**src/rtl/main_mem_pkg.sv**
```systemverilog
// Shared types and sizes for the cache backing-store responder.
// Pure declarations: no latency, no backpressure.
package main_mem_pkg;
    localparam int ADDR_W    = 5;
    localparam int DATA_W    = 8;
    localparam int MEM_DEPTH = 32;
    localparam int CNT_W     = 8;

    typedef enum logic [1:0] {
        IDLE,
        WAIT,
        RESPOND
    } state_t;

    function automatic logic [CNT_W-1:0] sat_inc(input logic [CNT_W-1:0] v);
        return (v == {CNT_W{1'b1}}) ? v : v + 1'b1;
    endfunction
endpackage

```
**src/rtl/main_mem_array.sv**
```systemverilog
// 32 x 8 storage, reset to mem[i]=i; synchronous write, combinational read.
// Write lands on the clock edge; read is same-cycle; never stalls.
module main_mem_array
    import main_mem_pkg::*;
(
    input  logic              i_clk,
    input  logic              i_rst_n,
    input  logic              i_we,
    input  logic [ADDR_W-1:0] i_waddr,
    input  logic [DATA_W-1:0] i_wdata,
    input  logic [ADDR_W-1:0] i_raddr,
    output logic [DATA_W-1:0] o_rdata
);
    logic [DATA_W-1:0] r_mem [MEM_DEPTH];

    always_ff @(posedge i_clk or negedge i_rst_n) begin
        if (!i_rst_n) begin
            for (int i = 0; i < MEM_DEPTH; i++) begin
                r_mem[i] <= DATA_W'(i);
            end
        end else if (i_we) begin
            r_mem[i_waddr] <= i_wdata;
        end
    end

    assign o_rdata = r_mem[i_raddr];
endmodule

```
**src/rtl/main_memory_ctrl.sv**
```systemverilog
// Slow main memory behind a req/ack handshake, with saturating debug counters.
// Ack LATENCY cycles after acceptance; busy holds off new requests until the cycle after ack.
module main_memory_ctrl
    import main_mem_pkg::*;
#(
    parameter int LATENCY = 3
) (
    input  logic              i_clock,
    input  logic              i_resetn,
    input  logic              i_req,
    input  logic              i_we,
    input  logic [ADDR_W-1:0] i_addr,
    input  logic [DATA_W-1:0] i_wdata,
    output logic              o_busy,
    output logic              o_ack,
    output logic [DATA_W-1:0] o_rdata,
    output logic [CNT_W-1:0]  o_rd_count,
    output logic [CNT_W-1:0]  o_wr_count
);
    localparam logic [3:0] LOAD = 4'(LATENCY - 1);

    state_t              r_state;
    state_t              w_state_nxt;
    logic [3:0]          r_cnt;
    logic [3:0]          w_cnt_nxt;
    logic                r_we;
    logic [ADDR_W-1:0]   r_addr;
    logic [DATA_W-1:0]   r_wdata;
    logic                r_busy;
    logic                r_ack;
    logic [DATA_W-1:0]   r_rdata;
    logic [CNT_W-1:0]    r_rd_count;
    logic [CNT_W-1:0]    r_wr_count;
    logic                w_accept;
    logic                w_cur_we;
    logic [ADDR_W-1:0]   w_raddr;
    logic [DATA_W-1:0]   w_mem_rdata;
    logic                w_mem_we;

    a_latency_range: assert property (@(posedge i_clock) (LATENCY >= 1) && (LATENCY <= 15));

    assign w_accept = (r_state == IDLE) && i_req;
    // With LATENCY=1 RESPOND is entered on the accepting edge, so the live inputs are used.
    assign w_cur_we = (r_state == IDLE) ? i_we   : r_we;
    assign w_raddr  = (r_state == IDLE) ? i_addr : r_addr;
    assign w_mem_we = (r_state == RESPOND) && r_we;

    main_mem_array u_array (
        .i_clk   (i_clock),
        .i_rst_n (i_resetn),
        .i_we    (w_mem_we),
        .i_waddr (r_addr),
        .i_wdata (r_wdata),
        .i_raddr (w_raddr),
        .o_rdata (w_mem_rdata)
    );

    always_comb begin
        w_state_nxt = r_state;
        w_cnt_nxt   = r_cnt;
        case (r_state)
            IDLE: begin
                if (i_req) begin
                    w_cnt_nxt   = LOAD;
                    w_state_nxt = (LATENCY == 1) ? RESPOND : WAIT;
                end
            end
            WAIT: begin
                w_cnt_nxt = r_cnt - 4'd1;
                if (r_cnt <= 4'd1) begin
                    w_state_nxt = RESPOND;
                end
            end
            RESPOND: w_state_nxt = IDLE;
            default: w_state_nxt = IDLE;
        endcase
    end

    always_ff @(posedge i_clock or negedge i_resetn) begin
        if (!i_resetn) begin
            r_state    <= IDLE;
            r_cnt      <= '0;
            r_we       <= 1'b0;
            r_addr     <= '0;
            r_wdata    <= '0;
            r_busy     <= 1'b0;
            r_ack      <= 1'b0;
            r_rdata    <= '0;
            r_rd_count <= '0;
            r_wr_count <= '0;
        end else begin
            r_state <= w_state_nxt;
            r_cnt   <= w_cnt_nxt;
            r_busy  <= (w_state_nxt != IDLE);
            r_ack   <= (w_state_nxt == RESPOND);
            if (w_accept) begin
                r_we    <= i_we;
                r_addr  <= i_addr;
                r_wdata <= i_wdata;
            end
            // Read data is captured entering RESPOND so it is valid alongside ack.
            if ((w_state_nxt == RESPOND) && !w_cur_we) begin
                r_rdata <= w_mem_rdata;
            end
            if (r_state == RESPOND) begin
                if (r_we) begin
                    r_wr_count <= sat_inc(r_wr_count);
                end else begin
                    r_rd_count <= sat_inc(r_rd_count);
                end
            end
        end
    end

    assign o_busy     = r_busy;
    assign o_ack      = r_ack;
    assign o_rdata    = r_rdata;
    assign o_rd_count = r_rd_count;
    assign o_wr_count = r_wr_count;
endmodule

```
**config.mk**
```make
export PLATFORM = sky130hd
export DESIGN_NAME = main_memory_ctrl
export DESIGN_NICKNAME = d
export VERILOG_FILES = /design/src/rtl/main_mem_pkg.sv /design/src/rtl/main_mem_array.sv /design/src/rtl/main_memory_ctrl.sv
export SDC_FILE = /design/constraint.sdc
export NUM_CORES = 1
export LEC_CHECK = 0
export ABC_AREA = 0
export BUFFER_PORTS_ARGS = -buffer_cell sky130_fd_sc_hd__buf_4
export CAP_MARGIN = 20
export CORE_MARGIN = 2
export CORE_UTILIZATION = 52
export CTS_CLUSTER_DIAMETER = 200
export DETAILED_ROUTE_END_ITERATION = 16
export PLACE_DENSITY = 0.69
export RECOVER_POWER = 50
export SLEW_MARGIN = 30
export SYNTH_ARGS = -nofsm -noshare
export SYNTH_HDL_FRONTEND = slang
export SYNTH_HIERARCHICAL = 1
export SYNTH_SLANG_ARGS = --single-unit
export TNS_END_PERCENT = 30
```
**constraint.sdc**
```tcl
create_clock -name i_clock -period 8.3 [get_ports i_clock]
set_input_delay 1.66 -clock i_clock [delete_from_list [all_inputs] [get_ports i_clock]]
set_output_delay 1.66 -clock i_clock [all_outputs]
set_load 0.01 [all_outputs]
```
# Yosys cells after proc, flatten, opt, wreduce, memory -nomap -nowiden
# Index checks and enable logic that the tools add are counted.
dict set report classes {
  addsub 3
  n_lt_le_gt_ge 4
  eq_ne 6
  n_mux 13
  n_bitwise 5
  reduce_logical 11
}
# op n
set op_table {}
lappend op_table {{256-bit bitwise mux} 1}
lappend op_table {{8-bit binary-select mux with 5-bit select} 1}
lappend op_table {{8-bit demux with 5-bit select} 1}
lappend op_table {{8-bit 2-to-1 mux} 3}
lappend op_table {{8-bit by 1-bit adder with 8-bit output, second input constant} 2}
lappend op_table {{8-bit == test, second input constant} 2}
lappend op_table {{6-bit greater-or-equal comparator, second input constant} 2}
lappend op_table {{5-bit NOT with 6-bit output} 2}
lappend op_table {{4-bit one-hot mux with 2 select lines} 1}
lappend op_table {{6-bit by 1-bit < comparator with 1-bit output, second input constant} 1}
lappend op_table {{3-bit AND reduction} 2}
lappend op_table {{5-bit 2-to-1 mux} 1}
lappend op_table {{2-bit == test, second input constant} 2}
lappend op_table {{4-bit by 1-bit less-or-equal comparator with 1-bit output, second input constant} 1}
lappend op_table {{1-bit logical AND} 4}
lappend op_table {{2-bit 2-to-1 mux} 2}
lappend op_table {{4-bit 2-to-1 mux} 1}
lappend op_table {{2-bit one-hot mux with 2 select lines} 1}
lappend op_table {{2-bit nonzero test} 2}
lappend op_table {{4-bit by 1-bit subtractor with 4-bit output, second input constant} 1}
lappend op_table {{1-bit NOT} 3}
lappend op_table {{2-bit by 1-bit == test with 1-bit output, second input constant} 1}
lappend op_table {{2-bit logical NOT} 1}
lappend op_table {{2-bit != test, second input constant} 1}
lappend op_table {{3 further kinds} 3}
dict set report totals {
  register_bits 302
  in_bits 17
  output_inout_bits 26
  wordCells 84
}

# Depth between registers and ports, before layout
dict set report depth {
  ltp_word 6
  mapped_depth 8
  ltp_nobuf 6
}

# Modules after synthesis
# The synthesis kept the hierarchy.
# module instances cells_per_inst area_per_inst_um2
set by_module_without_submodules {}
lappend by_module_without_submodules {main_mem_array 1 699 11748.8}
lappend by_module_without_submodules {main_memory_ctrl 1 165 2037.0}

# Worst setup path before layout
# No wires, ideal clock.
dict set report synth_path {
  kind {input-to-reg}
  from {input i_addr[2]}
  to {register r_rdata[5], in the netlist o_rdata[5]}
  setup_time_ns 0.125
  arrival_ns 3.720
  required_ns 8.175
  setup_slack_ns 4.455
  stages 7
  path_buffers 2
  cell_sequence {mux2_2 clkbuf_1 buf_1 mux4_2 mux4_2 mux2_2 mux2_2}
}
dict set report synth_between {
  elab_chain_len 5
}
# item line_no
set synth_lines {}
lappend synth_lines {{start: declaration} main_memory_ctrl.sv:12} ;# input logic [ADDR_W-1:0] i_addr,
lappend synth_lines {{5-bit 2-to-1 mux} main_memory_ctrl.sv:45} ;# assign w_raddr = (r_state == IDLE) ? i_addr : r_addr;
lappend synth_lines {{5-bit NOT with 6-bit output (not written as such)} main_mem_array.sv:26} ;# assign o_rdata = r_mem[i_raddr];
lappend synth_lines {{8-bit binary-select mux with 5-bit select} main_mem_array.sv:26}
lappend synth_lines {{8-bit 2-to-1 mux (not written as such) (2 in a row)} main_mem_array.sv:26}
lappend synth_lines {{named net w_mem_rdata[5]} main_memory_ctrl.sv:37} ;# logic [DATA_W-1:0] w_mem_rdata;
lappend synth_lines {{end signal: assignment} main_memory_ctrl.sv:103} ;# r_rdata <= w_mem_rdata;
lappend synth_lines {{end: declaration} main_memory_ctrl.sv:31} ;# logic [DATA_W-1:0] r_rdata;
# The timed path passes the listed nets, and every way through them passes these cells. The select of a mux whose other input is x is not followed.
# A chain may end at the register's enable or synchronous reset.

# Worst setup path in the final report
dict set report layout_path {
  from {input i_addr[1]}
  to {register r_rdata[1], in the netlist o_rdata[1]}
}
dict set report layout_between {
  elab_chain_len 5
}
# item line_no
set layout_lines {}
lappend layout_lines {{5-bit 2-to-1 mux} main_memory_ctrl.sv:45}
lappend layout_lines {{named net w_raddr[1]} main_memory_ctrl.sv:36} ;# logic [ADDR_W-1:0] w_raddr;
lappend layout_lines {{5-bit NOT with 6-bit output (not written as such)} main_mem_array.sv:26}
lappend layout_lines {{8-bit binary-select mux with 5-bit select} main_mem_array.sv:26}
lappend layout_lines {{8-bit 2-to-1 mux (not written as such) (2 in a row)} main_mem_array.sv:26}
lappend layout_lines {{named net w_mem_rdata[1]} main_memory_ctrl.sv:37}
# The timed path passes the listed nets, and every way through them passes these cells. The select of a mux whose other input is x is not followed.

==> impl_metrics.tcl <==
set metrics [dict create \
    grt_pass1_vias 8218 \
    gp_congestion 0.790 \
    p_int_mw 3.02 \
    maxSlewHeadroom_pct 32.2 \
    seq_area_frac_synth_pct 55.5 \
    grt_remaining_overflow 0 \
    synth_warnings 6 \
    dp_hpwl_microns 19800 \
    grt_max_degree 115 \
    leakagePower_nw 6.98 \
    hp-start "u_array/r_mem[209]" \
    maxSlewViolCount 0 \
    drv_cap 0 \
    postCtsHoldBufs 0 \
    synth_fp_nets 885 \
    tightest_slew_ns 1.01 \
    ant_nets 0 \
    drive_gt1_share_pct 61.8 \
    synth_edf_count 0 \
    critical_path_class "in -> reg" \
    setup_ws_ns 4.08 \
    ys_ff_latch 302 \
    min_path_type "reg -> reg" \
    max_freq_mhz 237 \
    num_antenna_cells 0 \
    arrival_ns 4.66 \
    peakVddDrop_mv 0.299 \
    synthCells 864 \
    rsz0062_at_grt "false" \
    drt-pass1-iter-count 5 \
    startpoint "i_addr[1]" \
    die_area_sq_mm 0.0278 \
    drc_errors 0 \
    area_delta_synth_final_pct 11.3 \
    final_cells 1249 \
    rows 59 \
    syn_area_per_cell_sq_um 16.0 \
    total_power_mw 4.42 \
    yosysTopAreaCell "dfrtp_1" \
    place_area_sq_mm 0.0144 \
    totalWireLength_microns 31400 \
    ys_top_cells_by_area "dfrtp_1, mux2_2, dfstp_2, mux4_2, clkbuf_1" \
    clock_power_share_pct 30.2 \
    synth_top_area_share_pct 40.3 \
    reg2reg_from "r_state[0]" \
    die_height_microns 167 \
    grt_first_pass_wirelength_microns 49800 \
    ctsResizeCount 0 \
    pre_cts_slack_ns 3.41 \
    hold_violations 0 \
    ios 43 \
    core-area_sq_mm 0.0261 \
    start_kind "input pin" \
    crit_required_ns 8.75 \
    synthArstFlopShare_pct 100 \
    drtIter0Drc 547 \
    syn_area_sq_mm 0.0138 \
    skew_ns 0.0203 \
    end_kind "register" \
    wl_per_cell_microns 25.1 \
    synthTopCellsByCount "mux2_2, dfrtp_1, dfstp_2, mux4_2, clkbuf_1" \
    vias 7653 \
    yosysMostFrequentCell "mux2_2" \
    post_cts_buffers 0 \
    p_sw_share_pct 31.8 \
    tns_ns 0 \
    routed_via_density 6.13 \
    cts-root-buf "clkbuf_16" \
    numCtsBuffers 31 \
    seqPwrFrac_pct 46.1 \
    dp_cells 1191 \
    p_sw_mw 1.41 \
    cts_num_sinks 302 \
    yosysUniqueCellTypes 38 \
    dieWidth_microns 167 \
    fin_crit_ns 4.22 \
    synth_ff_type "dfrtp_1" \
    tritoncts "built" \
    final_area_sq_mm 0.0153 \
    cts.path.max_buffers 3 \
    htreeDepth 1 \
    final_nets 910 \
    path_clk_slew_ns 0.06 \
    p_per_area_mw_per_mm2 288 \
    initial_core_util_pct 52.9 \
    clk_latency_ns 0.56 \
    antenna_found_initial 0 \
    outcome "completed" \
    period_share_pct 50.8 \
    numPortBuffers 42 \
    critPathMaxFanout 34 \
    grt.total_usage_pct 23.1 \
    comb_power_share_pct 23.7 \
    setup_viol_count_final 0 \
]
-- cell type report --
| type | instances | area [sq um] |
|---|---|---|
| inverter | 4 | 15.0 |
| multi-input combinational | 503 | 5870 |
| clock inverter | 5 | 53.8 |
| sequential | 302 | 7670 |
| timing repair buffer | 47 | 389 |
| fill | 1974 | 10700 |
| tap | 335 | 419 |
| clock buffer | 53 | 928 |
-- critical path: stages --
cell and delay [ns]:
buf_4 0.09, mux2_4 0.58, buf_4 0.66, mux4_2 0.59, mux4_2 0.53, mux2_2 0.28
mux2_2 0.26
-- cells in the final DEF, fill, tap and decap left out, types with 6 or more instances in the layout --
cell and instances:
nor3_1 6, buf_4 42, dfrtp_2 7, dfstp_2 80, clkbuf_16 31, mux2_2 294
a21oi_1 6, nand3b_1 7, nand2_1 30, nand3_1 11, clkbuf_8 7, nor2_2 13
mux4_2 80, clkbuf_1 16, nor2_1 12, dfrtp_1 215
-- per-stage QoR --
stage,hold WS (ns),util [%]
final,0.502,58.9
after global routing,0.514,58.9
after CTS,0.504,58.9
after floorplan,0.474,-
after global placement,0.483,55.0
after detailed placement,0.491,55.2
-- flip-flops by register name, indices dropped and copies added, names as in the netlist --
name           cells
o_wr_count         8
r_state            2
r_we               1
o_busy             1
r_wdata            8
o_rd_count         8
u_array/r_mem    256
r_addr             5
o_ack              1
r_cnt              4
o_rdata            8
-- power groups by stage --
stage	registers (mW)	clock network (mW)	logic, mW
finish	2.04	1.34	1.05
global route	2.08	1.44	1.13
CTS	2.03	1.37	1.07
detailed placement	2.06	0	1.07
global placement	2.03	0	1.03
floorplan	1.84	0	0.955
-- worst paths after layout --
path / to / slack, ns / cells past startpoint
worst max-delay path: o_rdata[1] / 4.08 / 7
worst min-delay path: u_array/r_mem[209] / 0.50 / 1
worst max register to register: o_rdata[1] / 4.31 / 7
worst min register to register: u_array/r_mem[209] / 0.50 / 1
max in group asynchronous: u_array/r_mem[131] / 5.70 / 3
min in group asynchronous: o_rd_count[5] / 1.11 / 1
-- cell families (layout without fill, tap and decap cells) --
kind of cell,count (synthesis),in the layout,synth area share [%]
buf+inv,59,109,1.89
compound gates,16,16,0.699
flops,302,302,55.5
fa+ha+maj,4,4,0.363
mux,379,379,37.5
simple gates,100,100,3.78
xor+xnor,4,4,0.254
-- per-layer routing --
layer / vias to the layer above / GRT usage (%) / part of all wire (%)
met3: 54 / 3.45 / 4.3
li1: 3278 / - / -
met4: 0 / 6.11 / 2.7
met1: 4149 / 31.8 / 42
met2: 172 / 38.9 / 51
met5: - / 0 / 0
Power figures use the tool's default switching activity.
